<file path="src/rtl/mk_top_pkg.sv">
// mk_top_pkg: shared opcodes, FSM states, request layout and ALU op codes for the mk_top core.
package mk_top_pkg;
    localparam logic [6:0] OP_LUI    = 7'h37;
    localparam logic [6:0] OP_AUIPC  = 7'h17;
    localparam logic [6:0] OP_JAL    = 7'h6f;
    localparam logic [6:0] OP_JALR   = 7'h67;
    localparam logic [6:0] OP_BRANCH = 7'h63;
    localparam logic [6:0] OP_LOAD   = 7'h03;
    localparam logic [6:0] OP_STORE  = 7'h23;
    localparam logic [6:0] OP_OPIMM  = 7'h13;
    localparam logic [6:0] OP_OP     = 7'h33;
    localparam int ADDR_LSB = 33;
    localparam int WR_BIT   = 32;
    typedef enum logic [1:0] {FETCH, REQ, WAIT, EXEC} state_t;
    // Encoded as {alt, funct3} so the decoder can pass instruction bits straight through.
    typedef enum logic [3:0] {
        ALU_ADD  = 4'b0000, ALU_SLL = 4'b0001, ALU_SLT = 4'b0010, ALU_SLTU = 4'b0011,
        ALU_XOR  = 4'b0100, ALU_SRL = 4'b0101, ALU_OR  = 4'b0110, ALU_AND  = 4'b0111,
        ALU_SUB  = 4'b1000, ALU_SRA = 4'b1101
    } alu_op_t;
endpackage

</file>
<file path="src/rtl/mk_top_alu.sv">
// mk_top_alu: combinational RV32I integer ALU with branch-compare flags.
import mk_top_pkg::*;

module mk_top_alu (
    input  alu_op_t     op,
    input  logic [31:0] a,
    input  logic [31:0] b,
    output logic [31:0] y,
    output logic        eq,
    output logic        lt,
    output logic        ltu
);
    assign eq  = a == b;
    assign lt  = $signed(a) < $signed(b);
    assign ltu = a < b;
    always_comb begin
        case (op)
            ALU_SUB:  y = a - b;
            ALU_SLL:  y = a << b[4:0];
            ALU_SLT:  y = {31'b0, lt};
            ALU_SLTU: y = {31'b0, ltu};
            ALU_XOR:  y = a ^ b;
            ALU_SRL:  y = a >> b[4:0];
            ALU_SRA:  y = $signed(a) >>> b[4:0];
            ALU_OR:   y = a | b;
            ALU_AND:  y = a & b;
            default:  y = a + b;
        endcase
    end
endmodule

</file>
<file path="src/rtl/mk_top.sv">
// mk_top: multi-cycle RV32I core sharing one get/put memory port for fetch, load and store.
import mk_top_pkg::*;

module mk_top #(
    parameter logic [31:0] RESET_PC = 32'h0000_0000
) (
    input  logic        CLK,
    input  logic        RST_N,
    input  logic        EN_obtain_rq_get,
    output logic [64:0] obtain_rq_get,
    output logic        RDY_obtain_rq_get,
    input  logic [31:0] send_rs_put,
    input  logic        EN_send_rs_put,
    output logic        RDY_send_rs_put
);
    state_t      state, state_nx;
    logic [31:0] pc, instr;
    logic [31:0] regs [32];
    logic [64:0] req;
    logic        data_rq;
    logic [6:0]  opcode;
    logic [4:0]  rd, rs1, rs2;
    logic [2:0]  f3;
    logic [31:0] imm_i, imm_s, imm_b, imm_u, imm_j, rv1, rv2, pc4, addr, alu_y, wb_val, pc_nx;
    logic        eq, lt, ltu, taken, wb_en, mem, consume;
    assign opcode = instr[6:0];
    assign rd     = instr[11:7];
    assign f3     = instr[14:12];
    assign rs1    = instr[19:15];
    assign rs2    = instr[24:20];
    assign imm_i  = {{20{instr[31]}}, instr[31:20]};
    assign imm_s  = {{20{instr[31]}}, instr[31:25], instr[11:7]};
    assign imm_b  = {{19{instr[31]}}, instr[31], instr[7], instr[30:25], instr[11:8], 1'b0};
    assign imm_u  = {instr[31:12], 12'b0};
    assign imm_j  = {{11{instr[31]}}, instr[31], instr[19:12], instr[20], instr[30:21], 1'b0};
    assign rv1    = regs[rs1];
    assign rv2    = regs[rs2];
    assign pc4    = pc + 32'd4;
    assign addr   = rv1 + (opcode == OP_STORE ? imm_s : imm_i);
    assign mem    = opcode == OP_LOAD || opcode == OP_STORE;
    assign consume = (state == REQ && EN_obtain_rq_get && EN_send_rs_put) || (state == WAIT && EN_send_rs_put);
    assign obtain_rq_get     = req;
    assign RDY_obtain_rq_get = state == REQ;
    assign RDY_send_rs_put   = state == REQ || state == WAIT;
    mk_top_alu u_alu (
        .op  (alu_op_t'({instr[30] && (opcode == OP_OP || f3 == 3'b101), f3})),
        .a   (rv1),
        .b   (opcode == OP_OP || opcode == OP_BRANCH ? rv2 : imm_i),
        .y   (alu_y),
        .eq  (eq),
        .lt  (lt),
        .ltu (ltu)
    );
    assign taken = f3[2:1] == 2'b00 ? eq ^ f3[0] :
                   f3[2:1] == 2'b10 ? lt ^ f3[0] :
                   f3[2:1] == 2'b11 ? ltu ^ f3[0] : 1'b0;
    always_comb begin
        wb_en  = 1'b0;
        wb_val = alu_y;
        pc_nx  = pc4;
        case (opcode)
            OP_LUI:    begin wb_en = 1'b1; wb_val = imm_u; end
            OP_AUIPC:  begin wb_en = 1'b1; wb_val = pc + imm_u; end
            OP_JAL:    begin wb_en = 1'b1; wb_val = pc4; pc_nx = pc + imm_j; end
            OP_JALR:   begin wb_en = 1'b1; wb_val = pc4; pc_nx = addr & ~32'h1; end
            OP_BRANCH: pc_nx = taken ? pc + imm_b : pc4;
            OP_OPIMM,
            OP_OP:     wb_en = 1'b1;
            default:   ;
        endcase
    end
    always_comb begin
        state_nx = state;
        case (state)
            FETCH: state_nx = REQ;
            REQ:   state_nx = !EN_obtain_rq_get ? REQ : !EN_send_rs_put ? WAIT : data_rq ? FETCH : EXEC;
            WAIT:  state_nx = !EN_send_rs_put ? WAIT : data_rq ? FETCH : EXEC;
            EXEC:  state_nx = mem ? REQ : FETCH;
        endcase
    end
    always_ff @(posedge CLK or negedge RST_N) begin
        if (!RST_N) begin
            state   <= FETCH;
            pc      <= RESET_PC;
            instr   <= '0;
            req     <= '0;
            data_rq <= 1'b0;
            for (int i = 0; i < 32; i++) regs[i] <= '0;
        end else begin
            state <= state_nx;
            if (state == FETCH) begin
                req     <= {pc, 1'b0, 32'h0};
                data_rq <= 1'b0;
            end
            // A data response finishes a load/store; a fetch response starts execution.
            if (consume) begin
                if (!data_rq) instr <= send_rs_put;
                else begin
                    if (!req[WR_BIT] && rd != 5'd0) regs[rd] <= send_rs_put;
                    pc <= pc4;
                end
            end
            if (state == EXEC) begin
                if (mem) begin
                    req     <= {addr, opcode == OP_STORE, opcode == OP_STORE ? rv2 : 32'h0};
                    data_rq <= 1'b1;
                end else begin
                    if (wb_en && rd != 5'd0) regs[rd] <= wb_val;
                    pc <= pc_nx;
                end
            end
        end
    end
endmodule

</file>
<file path="config.mk">
export PLATFORM = sky130hd
export DESIGN_NAME = mk_top
export DESIGN_NICKNAME = d
export VERILOG_FILES = /design/src/rtl/mk_top_pkg.sv /design/src/rtl/mk_top_alu.sv /design/src/rtl/mk_top.sv
export SDC_FILE = /design/constraint.sdc
export NUM_CORES = 2
export LEC_CHECK = 0
export ABC_AREA = 1
export BUFFER_PORTS_ARGS = -buffer_cell sky130_fd_sc_hd__buf_2
export CAP_MARGIN = 20
export CORE_ASPECT_RATIO = 1.4
export CORE_MARGIN = 2
export CORE_UTILIZATION = 30
export DETAILED_ROUTE_END_ITERATION = 16
export MAX_ROUTING_LAYER = met4
export PLACE_DENSITY = 0.45
export SLEW_MARGIN = 20
export SYNTH_ARGS = -nofsm -noshare
export SYNTH_HDL_FRONTEND = slang
export SYNTH_HIERARCHICAL = 1
export SYNTH_SLANG_ARGS = --single-unit
</file>
<file path="constraint.sdc">
create_clock -name CLK -period 5.8 [get_ports CLK]
set_input_delay 1.74 -clock CLK [delete_from_list [all_inputs] [get_ports CLK]]
set_output_delay 1.74 -clock CLK [all_outputs]
set_load 0.05 [all_outputs]
</file>
Yosys cells after proc, flatten, opt, wreduce, memory -nomap -nowiden
Cells that the tools add are included.
{ "totals": {"reg_bits": 1156, "input_bits": 36} }
{ "op_classes": {"reduce_logical": 19, "bitwise": 10, "mux": 42, "addsub": 7, "shifts": 3, "order_cmp": 6, "n_eq_ne": 25} }
{ "op_table": {"columns": ["cell", "count"], "rows": [
  ["1024-bit 2-to-1 mux", 6],
  ["1024-bit bitwise mux", 2],
  ["32-bit 2-to-1 mux", 12],
  ["32-bit binary-select mux with 5-bit select", 2],
  ["32-bit one-hot mux with 9 select lines", 1],
  ["65-bit 2-to-1 mux", 3],
  ["32-bit one-hot mux with 3 select lines", 2],
  ["32-bit adder", 5],
  ["32-bit demux with 5-bit select", 1],
  ["32-bit < comparator", 2],
  ["32-bit by 3-bit adder with 32-bit output (second input constant)", 1],
  ["32-bit bitwise AND", 1],
  ["32-bit equality test", 1],
  ["32-bit bitwise OR", 1],
  ["32-bit by 5-bit left shift with 32-bit output", 1],
  ["32-bit by 5-bit right shift with 32-bit output", 1],
  ["32-bit by 5-bit >>> shifter with 32-bit output", 1],
  ["32-bit subtractor", 1],
  ["32-bit XOR", 1],
  ["7-bit by 6-bit equality test with 1-bit output (second input constant)", 3],
  ["7-bit equality test (second input constant)", 3],
  ["6-bit >= comparator (second input constant)", 3],
  ["5-bit inverter with 6-bit output", 3],
  ["4-bit by 3-bit equality test with 1-bit output (second input constant)", 4],
  ["23 further kinds", 51]
]} }

Longest topological paths before layout
{ "logic_depth": {"ltp_word": 14, "mapped_depth": 40} }

Modules after synthesis
Netlist, hierarchy kept.
{ "modules_own_cells": {"columns": ["mod", "instances", "cells_each", "area_each_um2"], "rows": [
  ["mk_top", 1, 11795, 79163.4],
  ["mk_top_alu", 1, 2107, 10142.2]
]} }

Worst setup path before layout
No wires, ideal clock.
{ "synth_timing": {"kind": "register to register", "startpoint": "reg instr[20]", "endpoint": "reg pc[29]", "path_stages_with_launch": 37, "arrival_ns": 5.480, "required_ns": 5.685, "setup_slack_ns": 0.204, "path_cell_list": "dfrtp_1 buf_2 clkbuf_1 clkbuf_1 clkbuf_1 nor2_1 o211ai_1 nand3_1 o311ai_0 nand2_1 o21ai_0 inv_1 clkbuf_1 ha_1 buf_2 nor2_1 nand4_1 nand2_1 nand2_1 nand2_1 nand2_1 nand2_1 nand2_1 and2_1 nand2_1 o21ai_0 nand2_1 nand3_1 nand2_1 nand2_1 nand2_1 inv_1 clkbuf_1 a31oi_1 nand3_1 nor2_1 nor2_1"} }
{ "synth_between": {"elab_cells_between_ends": 21, "classes_between": "add/sub: 2; order compare: 2; eq/ne: 1; mux: 12; bitwise: 4"} }
{ "synth_lines": {"columns": ["item", "line_no", "rtl"], "rows": [
  ["start, declared", "mk_top.sv:17", "logic [31:0] pc, instr;"],
  ["start signal, assigned", "mk_top.sv:97", "if (!data_rq) instr <= send_rs_put;"],
  ["5-bit inverter with 6-bit output (not written as such)", "mk_top.sv:37", "assign rv2 = regs[rs2];"],
  ["32-bit binary-select mux with 5-bit select", "mk_top.sv:37", null],
  ["32-bit 2-to-1 mux (not written as such) (2 in a row)", "mk_top.sv:37", null],
  ["32-bit 2-to-1 mux (*)", "mk_top.sv:48", ".b (opcode == OP_OP || opcode == OP_BRANCH ? rv2 : imm_i),"],
  ["32-bit < comparator (*)", "mk_top_alu.sv:14", "assign lt = $signed(a) < $signed(b);"],
  ["net lt", "mk_top.sv:25", "logic eq, lt, ltu, taken, wb_en, mem, consume;"],
  ["1-bit XOR (*)", "mk_top.sv:55", "f3[2:1] == 2'b10 ? lt ^ f3[0] :"],
  ["1-bit 2-to-1 mux (*)", "mk_top.sv:55", null],
  ["1-bit 2-to-1 mux (*)", "mk_top.sv:54", "assign taken = f3[2:1] == 2'b00 ? eq ^ f3[0] :"],
  ["32-bit 2-to-1 mux (*)", "mk_top.sv:66", "OP_BRANCH: pc_nx = taken ? pc + imm_b : pc4;"],
  ["32-bit one-hot mux with 3 select lines (*)", "mk_top.sv:61", "case (opcode)"],
  ["32-bit 2-to-1 mux (*)", "mk_top.sv:104", "if (mem) begin"],
  ["32-bit 2-to-1 mux (*)", "mk_top.sv:103", "if (state == EXEC) begin"],
  ["end signal, assigned", "mk_top.sv:100", "pc <= pc4;"],
  ["end signal, assigned", "mk_top.sv:109", "pc <= pc_nx;"],
  ["end, declared", "mk_top.sv:17", null]
]} }
The timed path passes the listed nets; every way through them passes the cells marked *. The select of a mux whose other input is x is not followed.
A chain may end at the register's enable or synchronous reset.

Worst setup path in the final report
{ "layout_timing": {"startpoint": "reg instr[15]", "endpoint": "reg regs[349] (netlist bit)"} }
{ "layout_between": {"elab_chain_len": 11, "elab_cells_between_ends": 19, "classes_between": "add/sub: 3; shift: 3; mux: 9; bitwise: 4"} }
{ "layout_lines": {"columns": ["item", "line_no", "rtl"], "rows": [
  ["5-bit inverter with 6-bit output (not written as such) (*)", "mk_top.sv:36", "assign rv1 = regs[rs1];"],
  ["32-bit binary-select mux with 5-bit select (*)", "mk_top.sv:36", null],
  ["32-bit 2-to-1 mux (not written as such) (*) (2 in a row)", "mk_top.sv:36", null],
  ["net rv1[8]", "mk_top.sv:24", "logic [31:0] imm_i, imm_s, imm_b, imm_u, imm_j, rv1, rv2, pc4, addr, alu_y, wb_val, pc_nx;"],
  ["32-bit adder, or another cell as far along", "mk_top_alu.sv:27", "default: y = a + b;"],
  ["32-bit one-hot mux with 9 select lines (*)", "mk_top_alu.sv:17", "case (op)"],
  ["net alu_y[29]", "mk_top.sv:24", null],
  ["32-bit one-hot mux with 3 select lines (*)", "mk_top.sv:61", null],
  ["1024-bit bitwise mux (*)", "mk_top.sv:108", "if (wb_en && rd != 5'd0) regs[rd] <= wb_val;"],
  ["1024-bit 2-to-1 mux (*)", "mk_top.sv:108", null],
  ["1024-bit 2-to-1 mux (*)", "mk_top.sv:104", null],
  ["1024-bit 2-to-1 mux (*)", "mk_top.sv:103", null],
  ["end signal, assigned by index", "mk_top.sv:99", "if (!req[WR_BIT] && rd != 5'd0) regs[rd] <= send_rs_put;"],
  ["end signal, assigned by index", "mk_top.sv:108", null],
  ["end, declared", "mk_top.sv:18", "logic [31:0] regs [32];"]
]} }
Marked as above.

==> results.yml <==
clock_tree:
  clk_pin_slew_ns: 0.06
  insertion_delay_ns: 0.89
  clockBufferDepth: 4
  numCtsBuffers: 146
  clock-sinks: 1155
  ctsHoldBuffers: 0
  cts_tree: "yes"
  h-tree-depth: 4
  cts-root-buf: "clkbuf_16"
setup_path:
  path_common_cell: "nand2_1"
  slowest_stage: "dfrtp_4"
  cp.required_ns: 6.50
  r2r_cells: 30
  critPathKind: "reg2reg"
  slowest_delay_ns: 0.51
  start_kind: "flop"
  worstPathArrival_ns: 6.43
  worstPathMaxFanout: 34
  cp-end-kind: "flop"
synth:
  avgSynthCellArea_um2: 6.424
  yosysSeqAreaShare: 0.3236
  synthesis.area_um2: 89310
  yosys_warnings: 6
  ys_ff_latch: 1155
  netlist_instances: 13902
  synth_cell_types: 61
  synth_fp_nets: 14131
power:
  seq_power_share: 0.116
  p_per_area_nw_per_um2: 780.2
  p_leak_nw: 51.36
  p_switching_mw: 49.61
  switching_share: 0.5838
  irDropWorstVdd_mv: 0.6872
  p_clk_frac: 0.112
  pwr-share-comb: 0.773
  p_int_mw: 35.36
place:
  gp_congestion: 1.079
  place_area_um2: 102600
  post-place-ws_ns: -0.5764
  port_buffers: 102
  dp_cells: 18060
  dp_hpwl_um: 413600
drt:
  vias: 106476
  firstDrtPassIters: 7
  wl_per_cell_um: 30.91
  drt_iter0_markers: 11950
  drtAntennaViolNets: 0
  vias_per_cell: 5.788
  drc: 0
  routed_wl_um: 568600
sta:
  layout_min_cycle_time_ns: 5.731
  max_slew_margin: 0.2411
  slew_viol_final: 0
  rsz0062_at_grt: "yes"
  fin_hold_ws_ns: 0.4040
  finalClockSkew_ns: 0.08536
  setup_ws_ns: 0.06943
  max_clock_freq_mhz: 174.5
  period_share: 0.9880
  worst_slew_pin_slew_ns: 1.138
  hold_viol: 0
  setup_viol: 0
global_routing:
  grt_pass1_vias: 100169
  grt-ovfl-total: 0
  grtUsageTotal: 0.3723
  antenna_found_initial: 32
  grt_max_degree: 151
  grt_pass1_wl_um: 786000
floorplanning:
  die_h_um: 649.6
  io_pins: 103
  dieArea_um2: 302100
  rows: 237
  core_area_um2: 296800
  die_w_um: 465.1
  start_util: 0.3009
worst_hold_path:
  whs_path_depth: 0
  hp-class: "reg2reg"
finish:
  final_layout_size_suffix_gt1_frac: 0.1376
  design_area_um2: 108900
  fin_cells: 18395
  num-nets-final: 14546
  area_delta_synth_final_pct: 21.95
  final_cell_mix: "nand2_1, o21ai_0, nor2_1, dfrtp_1, buf_4"
  layout_commonest_cell: "nand2_1"
job:
  cap_viol_max_count: 0
status:
  status: "finished clean"
## stage by stage
step / total power, mW / util / setup TNS (ns)
after global placement: 72.49 / 0.3456 / -42.11
after global routing: 88.06 / 0.3669 / -0.1254
after CTS: 82.33 / 0.3626 / 0
final: 84.97 / 0.3669 / 0
after floorplan: 36.50 / - / 0
after detailed placement: 72.21 / 0.3458 / -61.18
## worst max-delay path: cells and delay by family (launching register included)
family,cells,cell delay [ns]
AO/OA/AOI/OAI,4,0.87
adder cells (fa/ha/maj),1,0.34
buffers and inverters,11,1.84
flip-flops,1,0.51
AND/OR/NAND/NOR,14,1.86
## area by class of cell
class,instances,area [um^2]
Clock buffer,204,4153
Fill cell,32400,187900
Timing Repair Buffer,1432,13450
Antenna cell,43,107.6
Inverter,812,3137
Tap cell,3943,4933
Clock inverter,36,430.4
Timing Repair inverter,2,25.02
Multi-Input combinational cell,10768,53730
Sequential cell,1155,28940
## worst paths after layout
check / slack (ns) / end / startpoint
max in group asynchronous: 3.33 / instr[23] / RST_N
worst min-delay path: 0.40 / regs[997] / regs[997]
worst min register to register: 0.40 / regs[997] / regs[997]
worst max register to register: 0.07 / regs[349] / instr[15]
worst max-delay path: 0.07 / regs[349] / instr[15]
min in group asynchronous: 0.81 / regs[740] / RST_N
## cell usage after synthesis (all sizes together)
master	instances	area, um^2
nand2	3527	13310
mux2i	64	640.6
and2	11	68.82
xnor2	8	70.07
clkbuf	937	3517
a32o	13	130.1
nor4	3	18.77
nand4	72	450.4
o211ai	257	1929
nand3b	14	105.1
buf	230	1201
a31oi	90	563.0
or2	26	162.7
o221ai	306	2680
fa	6	120.1
a221oi	2	17.52
o2111ai	5	43.79
o21a	9	67.56
inv	797	2994
a22oi	8	60.06
a41oi	3	26.28
a31o	2	17.52
a21boi	17	127.6
nand3	978	4910
o21ai	2828	14160
nand2b	1	6.260
nor3	73	445.4
a21oi	571	2862
a22o	3	26.28
nor2	1446	5524
a211oi	35	262.8
a21o	18	135.1
ha	187	2340
o22ai	88	550.5
xor2	34	297.8
and3	3	18.77
a32oi	26	227.7
o311ai	2	17.52
o31ai	5	37.54
clkinv	15	56.30
o21bai	27	202.7
dfrtp	1155	28900
## layer usage
metal  routed length (um)  vias to the layer above  global-route usage
met5                    0                        -                   -
met4                55500                        0              0.2933
met3                40120                     1726             0.05907
met2               266300                     5363              0.6014
met1               206700                    51392              0.4079
li1                     -                    47995                   -
## sequential cells by signal, summed over array words and instances (netlist names)
name / cells
state: 2
obtain_rq_get: 65
pc: 31
instr: 32
regs: 1024
data_rq: 1
## kinds of logic after synthesis
group                    Yosys count  synth area share
multiplexers                      64          0.007173
buffers and inverters           1979           0.08699
XOR/XNOR                          42          0.004119
AND/OR/NAND/NOR                 6154            0.2801
AO/OA/AOI/OAI                   4315            0.2704
adder cells (fa/ha/maj)          193           0.02754
flip-flops                      1155            0.3236
## power by group through the flow
stage | sequential, mW | combinational, mW | clock (mW)
5_1_grt | 9.85 | 68.3 | 9.86
6_report | 9.83 | 65.6 | 9.49
3_3_place_gp | 9.96 | 62.5 | 0
3_5_place_dp | 9.95 | 62.3 | 0
4_1_cts | 9.83 | 62.9 | 9.60
2_1_floorplan | 9.85 | 26.7 | 0
## what timing repair did
item,in CTS,in global routing
endpoints found under the setup margin,594,568
gates cloned,4,9
buffers inserted,10,29
pin swaps,5,34
resized for setup,59,170
Note: power is estimated with default switching activity, not from simulation.
